==> config.mk <==
export PLATFORM = sky130hd
export DESIGN_NAME = controlador_operacoes
export DESIGN_NICKNAME = d
export VERILOG_FILES = /design/src/rtl/controlador_operacoes.sv
export SDC_FILE = /design/constraint.sdc
export NUM_CORES = 1
export LEC_CHECK = 0
export ABC_AREA = 1
export BUFFER_PORTS_ARGS = -buffer_cell sky130_fd_sc_hd__buf_2
export CAP_MARGIN = 40
export CORE_UTILIZATION = 63
export CTS_CLUSTER_SIZE = 12
export DETAILED_ROUTE_END_ITERATION = 12
export PLACE_DENSITY_LB_ADDON = 0.12
export SLEW_MARGIN = 20
export SYNTH_ARGS = -nofsm -noshare
export SYNTH_HDL_FRONTEND = slang
export SYNTH_SLANG_ARGS = --single-unit
==> constraint.sdc <==
create_clock -name clk -period 11.61 [get_ports clk]
set_clock_uncertainty 0.15 [all_clocks]
set_input_delay 1.161 -clock clk [delete_from_list [all_inputs] [get_ports clk]]
set_output_delay 1.161 -clock clk [all_outputs]
set_load 0.02 [all_outputs]
==> src/rtl/controlador_operacoes.sv <==
// Sequencing master for the 5x5 matrix memory: reads A and B, computes
// C = A+B, A-B or A*B element by element and writes the result into C.
module controlador_operacoes #(
  parameter int LARGURA = 16,
  parameter int N       = 5
) (
  input  logic               clk,
  input  logic               rst,
  input  logic               start,
  input  logic [1:0]         op,
  output logic               busy,
  output logic               done,
  output logic               erro,
  output logic               mem_we,
  output logic               mem_re,
  output logic [1:0]         mem_id_matriz,
  output logic [2:0]         mem_linha,
  output logic [2:0]         mem_coluna,
  output logic [LARGURA-1:0] mem_dado_wr,
  input  logic [LARGURA-1:0] mem_dado_rd
);

  typedef enum logic [2:0] {
    OCIOSO,
    LE_A,
    LE_B,
    CALC,
    ESCREVE,
    FIM
  } estado_t;

  localparam logic [1:0] OP_SOMA = 2'b00;
  localparam logic [1:0] OP_SUB  = 2'b01;
  localparam logic [1:0] OP_MUL  = 2'b10;
  localparam logic [1:0] OP_INV  = 2'b11;

  localparam logic [1:0] ID_A = 2'b00;
  localparam logic [1:0] ID_B = 2'b01;
  localparam logic [1:0] ID_C = 2'b10;

  localparam logic [2:0] ULTIMO = 3'(N - 1);

  estado_t              estado, estado_n;
  logic [1:0]           op_q, op_n;
  logic [2:0]           i, j, k, i_n, j_n, k_n;
  logic [LARGURA-1:0]   op_a, op_a_n;
  logic [LARGURA-1:0]   acc, acc_n;
  logic [LARGURA-1:0]   prod_baixo;

  logic                 busy_n, done_n, erro_n, mem_we_n, mem_re_n;
  logic [1:0]           mem_id_n;
  logic [2:0]           mem_linha_n, mem_coluna_n;
  logic [LARGURA-1:0]   mem_dado_wr_n;

  // Truncated to LARGURA bits on purpose: only the low half feeds the accumulator.
  assign prod_baixo = op_a * mem_dado_rd;

  always_comb begin
    estado_n = estado;
    op_n     = op_q;
    i_n      = i;
    j_n      = j;
    k_n      = k;
    op_a_n   = op_a;
    acc_n    = acc;

    unique case (estado)
      OCIOSO: begin
        if (start) begin
          op_n = op;
          if (op == OP_INV) begin
            estado_n = FIM;
          end else begin
            i_n      = '0;
            j_n      = '0;
            k_n      = '0;
            acc_n    = '0;
            estado_n = LE_A;
          end
        end
      end
      LE_A: estado_n = LE_B;
      LE_B: begin
        op_a_n   = mem_dado_rd;
        estado_n = CALC;
      end
      CALC: begin
        unique case (op_q)
          OP_SOMA: acc_n = op_a + mem_dado_rd;
          OP_SUB:  acc_n = op_a - mem_dado_rd;
          default: acc_n = acc + prod_baixo;
        endcase
        if (op_q == OP_MUL && k != ULTIMO) begin
          k_n      = k + 3'd1;
          estado_n = LE_A;
        end else begin
          estado_n = ESCREVE;
        end
      end
      ESCREVE: begin
        acc_n = '0;
        k_n   = '0;
        if (j != ULTIMO) begin
          j_n      = j + 3'd1;
          estado_n = LE_A;
        end else if (i != ULTIMO) begin
          j_n      = '0;
          i_n      = i + 3'd1;
          estado_n = LE_A;
        end else begin
          j_n      = '0;
          i_n      = '0;
          estado_n = FIM;
        end
      end
      FIM:     estado_n = OCIOSO;
      default: estado_n = OCIOSO;
    endcase

    // Outputs are decoded from the next state so they can be registered alongside it.
    busy_n        = (estado_n != OCIOSO);
    done_n        = (estado_n == FIM);
    erro_n        = (estado_n == FIM) && (op_n == OP_INV);
    mem_we_n      = 1'b0;
    mem_re_n      = 1'b0;
    mem_id_n      = 2'b00;
    mem_linha_n   = 3'd0;
    mem_coluna_n  = 3'd0;
    mem_dado_wr_n = '0;

    unique case (estado_n)
      LE_A: begin
        mem_re_n     = 1'b1;
        mem_id_n     = ID_A;
        mem_linha_n  = i_n;
        mem_coluna_n = (op_n == OP_MUL) ? k_n : j_n;
      end
      LE_B: begin
        mem_re_n     = 1'b1;
        mem_id_n     = ID_B;
        mem_linha_n  = (op_n == OP_MUL) ? k_n : i_n;
        mem_coluna_n = j_n;
      end
      ESCREVE: begin
        mem_we_n      = 1'b1;
        mem_id_n      = ID_C;
        mem_linha_n   = i_n;
        mem_coluna_n  = j_n;
        mem_dado_wr_n = acc_n;
      end
      default: ;
    endcase
  end

  always_ff @(posedge clk or posedge rst) begin
    if (rst) begin
      estado        <= OCIOSO;
      op_q          <= 2'b00;
      i             <= '0;
      j             <= '0;
      k             <= '0;
      op_a          <= '0;
      acc           <= '0;
      busy          <= 1'b0;
      done          <= 1'b0;
      erro          <= 1'b0;
      mem_we        <= 1'b0;
      mem_re        <= 1'b0;
      mem_id_matriz <= 2'b00;
      mem_linha     <= 3'd0;
      mem_coluna    <= 3'd0;
      mem_dado_wr   <= '0;
    end else begin
      estado        <= estado_n;
      op_q          <= op_n;
      i             <= i_n;
      j             <= j_n;
      k             <= k_n;
      op_a          <= op_a_n;
      acc           <= acc_n;
      busy          <= busy_n;
      done          <= done_n;
      erro          <= erro_n;
      mem_we        <= mem_we_n;
      mem_re        <= mem_re_n;
      mem_id_matriz <= mem_id_n;
      mem_linha     <= mem_linha_n;
      mem_coluna    <= mem_coluna_n;
      mem_dado_wr   <= mem_dado_wr_n;
    end
  end

endmodule
Word level (Yosys, flattened, before mapping)
Index checks and enable logic that the tools add are counted.

storage, ports and cells
  logic and storage cells = 80
  output and inout port bits = 29
  flip-flop bits (word level) = 75
  input port bits = 21

operators by class
  add/sub/neg operators = 6
  multiply operators = 1
  muxes and demuxes = 33
  reductions and logical operators = 8
  equal/unequal tests = 16

operator list
  operator             number
  $mux 3               17
  $mux 16              3
  $pmux 16 s3          1
  $add 16x16->16       2
  $pmux 16 s2          1
  $pmux 3 s2           4
  $mul 16x16->16       1
  $sub 16x16->16       1
  $pmux 3 s5           1
  $add 3x1->3 const B  3
  $eq 3x2->1 const B   3
  $eq 3x3->1 const B   3
  $ne 3x3->1 const B   3
  $pmux 3 s3           1
  $eq 2x2->1 const B   4
  $eq 3x1->1 const B   2
  $reduce_or 2->1      3
  $mux 2               2
  $pmux 2 s2           1
  $logic_not 3->1      1
  $reduce_bool 3->1    1
  $eq 2x1->1 const B   1
  $logic_and 1x1->1    2
  $logic_not 2->1      1
  $mux 1               2

Logic depth before layout (Yosys ltp)
  depth after elaboration = 7
  mapped depth = 30
  depth with buffers taken out = 28

Least setup slack after synthesis
No wires, ideal clock.

  path type = in2reg
  start point = input port mem_dado_rd[2]
  end point = register mem_dado_wr[14]
  stages on the path = 21
  path buffers = 2
  data arrival time = 5.916 ns
  setup time = 0.078 ns
  data required time = 11.382 ns
  slack = 5.465 ns
  path through = buf_4 -> clkbuf_1 -> nand2_1 -> fa_1 -> fa_1 -> inv_1 -> fa_1 -> fa_1 -> fa_1 -> inv_1 -> fa_1 -> inv_1 -> ha_1 -> nand2_1 -> nor3_1 -> nand3_1 -> o2111ai_1 -> a21oi_1 -> o21ai_0 -> o211ai_1 -> a21oi_1

between the ends
  longest elaborated chain between the ends = 5
  elaborated cells between the ends (all ways) = 7
  classes of those cells = 3 x add/sub; 1 x mul; 3 x mux

RTL lines
  element                 RTL line  source
  start: declaration      20        input logic [LARGURA-1:0] mem_dado_rd
  $mul 16x16->16          56        assign prod_baixo = op_a * mem_dado_rd;
  $add 16x16->16          91        default: acc_n = acc + prod_baixo;
  $pmux 16 s2 (*)         88        unique case (op_q)
  $pmux 16 s3 (*)         67        unique case (estado)
  $mux 16 (*)             131       unique case (estado_n)
  net mem_dado_wr_n[14]   53        logic [LARGURA-1:0] mem_dado_wr_n;
  end signal: assignment  189       mem_dado_wr <= mem_dado_wr_n;
  end: declaration        19        output logic [LARGURA-1:0] mem_dado_wr,

The timed path passes the listed nets; every way through them passes the cells marked *.
A chain may end at the register's enable or synchronous reset.

Final worst setup path
  start point = input port mem_dado_rd[1]
  end point = register mem_dado_wr[13]

Same word-level chain as after synthesis.

==> flow_metrics.env <==
export IMPL_status="complete, no violations"
export IMPL_clk_pin_slew_ns=0.06
export IMPL_cts_sinks=75
export IMPL_final_hold_viol_count=0
export IMPL_postRouteAntennaNets=0
export IMPL_die_y_um=123
export IMPL_start_util=0.653
export IMPL_grt_usage=0.319
export IMPL_drt_iter0_markers=431
export IMPL_layout_cells_non_filler=1455
export IMPL_fin_crit_ns=6.17
export IMPL_gr_usage_met1=0.434
export IMPL_cts_buffers=9
export IMPL_worstReg2RegStart="op_a[4]"
export IMPL_clockBufferDepth=2
export IMPL_startpoint="mem_dado_rd[1]"
export IMPL_seq_area_frac_synth=0.205
export IMPL_vias_per_cell=5.34
export IMPL_root_buffer="clkbuf_16"
export IMPL_rsz0062_at_grt="false"
export IMPL_grt_first_pass_wirelength_um=36400
export IMPL_holdBufCountCts=0
export IMPL_gp_congestion=0.922
export IMPL_dp_slack_ns=5.11
export IMPL_placed_cells=1439
export IMPL_maxSlewViolCount=0
export IMPL_drive_gt1_frac=0.0918
export IMPL_ys_warn_count=0
export IMPL_critPathLaunchType="input port"
export IMPL_finalSetupTns_ns=0
export IMPL_num_rows=43
export IMPL_postCtsSetupBuffers=0
export IMPL_cts_resized_gates=0
export IMPL_final_common_cell="nand2_1"
export IMPL_fin_crit_sh=0.531
export IMPL_maxCapViolCount=0
export IMPL_die_x_um=123
export IMPL_grt_util_met3=0.0599
export IMPL_yosys_register_bits=75
export IMPL_clk_latency_ns=0.34
export IMPL_synth_top_area_frac=0.207
export IMPL_area_growth_pct=6.58
export IMPL_grt_max_degree=58
export IMPL_critPathRequiredTime_ns=11.67
export IMPL_synth_top_area_cell="fa_1"
export IMPL_synthFlopType="dfrtp_1"
export IMPL_grt_busiest_layer="met2"
export IMPL_grt_pass1_vias=7526
export IMPL_async_flop_share=1.00
export IMPL_grt_overflow_total=0
export IMPL_antenna_found_initial=1
export IMPL_ys_top_cells_by_area="fa_1 21%, dfrtp_1 20%, nand2_1 14%"
export IMPL_core_area_sq_um=14000
export IMPL_cts_tree="built"
export IMPL_worst_setup_path_end_kind="flop"
export IMPL_final_cell_mix="349 x nand2_1, 310 x inv_1, 95 x fa_1"
export IMPL_boundaryPins=50
export IMPL_max_slew_worst_pin_slew_ns=0.869
export IMPL_crit_arrival_ns=6.22
export IMPL_critical_path_class="input port to flop"
export IMPL_dp_hpwl_um=16700
export IMPL_synth_cells=1246
export IMPL_num_vias=7767
export IMPL_hp_start="acc[6]"
export IMPL_synth_edff_count=0
export IMPL_remaining_drc_errors=0
export IMPL_timing_final_ws_setup_ns=5.44
export IMPL_wl_per_cell_um=15.3
export IMPL_fmax_mhz=162
export IMPL_final_nets=1461
export IMPL_die_area_sq_um=15000
export IMPL_dr_pass1_iters=5
export IMPL_cts_htree_levels=3
export IMPL_io_buffers=49
export IMPL_grt_use_met2=0.509
export IMPL_wl_um=22200
export IMPL_netlist_area_sq_um=9170
export IMPL_synth_cell_types=48
export IMPL_setup_viol_count_final=0
export IMPL_critPathMaxFanout=19
export IMPL_postSynthAreaPerCell_sq_um=7.36
export IMPL_hp_class="flop to flop"
export IMPL_syn_nets=1437
export IMPL_slew_headroom=0.421
-- layer usage --
| metal | vias up | wire (um) |
|---|---|---|
| li1 | 3748 | - |
| met1 | 3677 | 9540 |
| met2 | 292 | 10200 |
| met3 | 50 | 1820 |
| met4 | 0 | 689 |
| met5 | - | 0 |
-- flip-flops by register name, indices dropped and copies added (netlist names) --
register / cells
busy: 1
mem_dado_wr: 16
estado: 3
mem_re: 1
done: 1
k: 3
acc: 16
j: 3
erro: 1
mem_we: 1
mem_coluna: 3
mem_linha: 3
op_a: 16
mem_id_matriz: 2
i: 3
op_q: 2
-- per-stage QoR --
stage          hold WS [ns]  cell area, sq um  utilization
2_1_floorplan         0.316              9170            -
3_3_place_gp          0.336              9450        0.673
3_5_place_dp          0.337              9480        0.675
4_1_cts               0.361              9770        0.696
5_1_grt               0.376              9770        0.696
6_report              0.360              9770        0.696
-- worst paths after layout --
kind / endpoint / slack (ns) / cells past startpoint
worst max-delay path: mem_dado_wr[13] / 5.44 / 23
worst min-delay path: acc[6] / 0.36 / 2
worst max register to register: mem_dado_wr[13] / 5.86 / 24
worst min register to register: acc[6] / 0.36 / 2
max in group asynchronous: acc[6] / 10.06 / 4
min in group asynchronous: op_a[12] / 0.69 / 3
-- area by class of cell --
type / instances / area, sq um
Fill cell: 1180 / 4270
Clock buffer: 9 / 225
Inverter: 322 / 1210
Timing Repair Buffer: 53 / 295
Antenna cell: 1 / 2.50
Tap cell: 180 / 225
Sequential cell: 75 / 1880
Multi-Input combinational cell: 809 / 5870
Clock inverter: 6 / 65.1
-- critical path, cell delays in order --
cell and delay [ns]:
buf_2 0.40, nand2_1 0.15, fa_1 0.54, fa_1 0.47
fa_1 0.54, inv_1 0.04, ha_1 0.29, fa_1 0.49
inv_1 0.05, fa_1 0.48, inv_1 0.04, ha_1 0.30
inv_1 0.11, o21ai_0 0.08, a21oi_1 0.25, nand2_1 0.09
nand2_1 0.08, nand2_1 0.05, a21oi_1 0.14, xor2_1 0.19
nand2_1 0.07, nand3_1 0.11, a21oi_1 0.07
-- cell families after synthesis --
group / synth area share
xor gates and xnor gates: 0.0306
AOI/OAI and AO/OA: 0.0797
buffers and inverters: 0.155
adders and majority gates: 0.310
and+or+nand+nor: 0.220
DFF: 0.205
-- synthesized netlist by cell type (3+ instances only) --
| library cell | count |
|---|---|
| nor2_1 | 36 |
| dfrtp_1 | 75 |
| nand2_2 | 11 |
| o31ai_1 | 3 |
| buf_2 | 13 |
| nor4_1 | 4 |
| xor2_1 | 25 |
| clkbuf_1 | 18 |
| nand2_1 | 349 |
| nor2_2 | 10 |
| nand4_1 | 3 |
| nand3_2 | 5 |
| fa_1 | 95 |
| nand3_1 | 46 |
| inv_2 | 10 |
| nor3_1 | 7 |
| inv_1 | 311 |
| o21ai_1 | 16 |
| o21ai_0 | 37 |
| ha_1 | 75 |
| buf_6 | 4 |
| o211ai_1 | 4 |
| buf_4 | 4 |
| xnor2_1 | 7 |
| a21oi_1 | 44 |
| nand3b_1 | 4 |
Power is left out: the tool's default activity adds up to more than one toggle a clock period on the data nets, which glitch-free logic cannot reach.
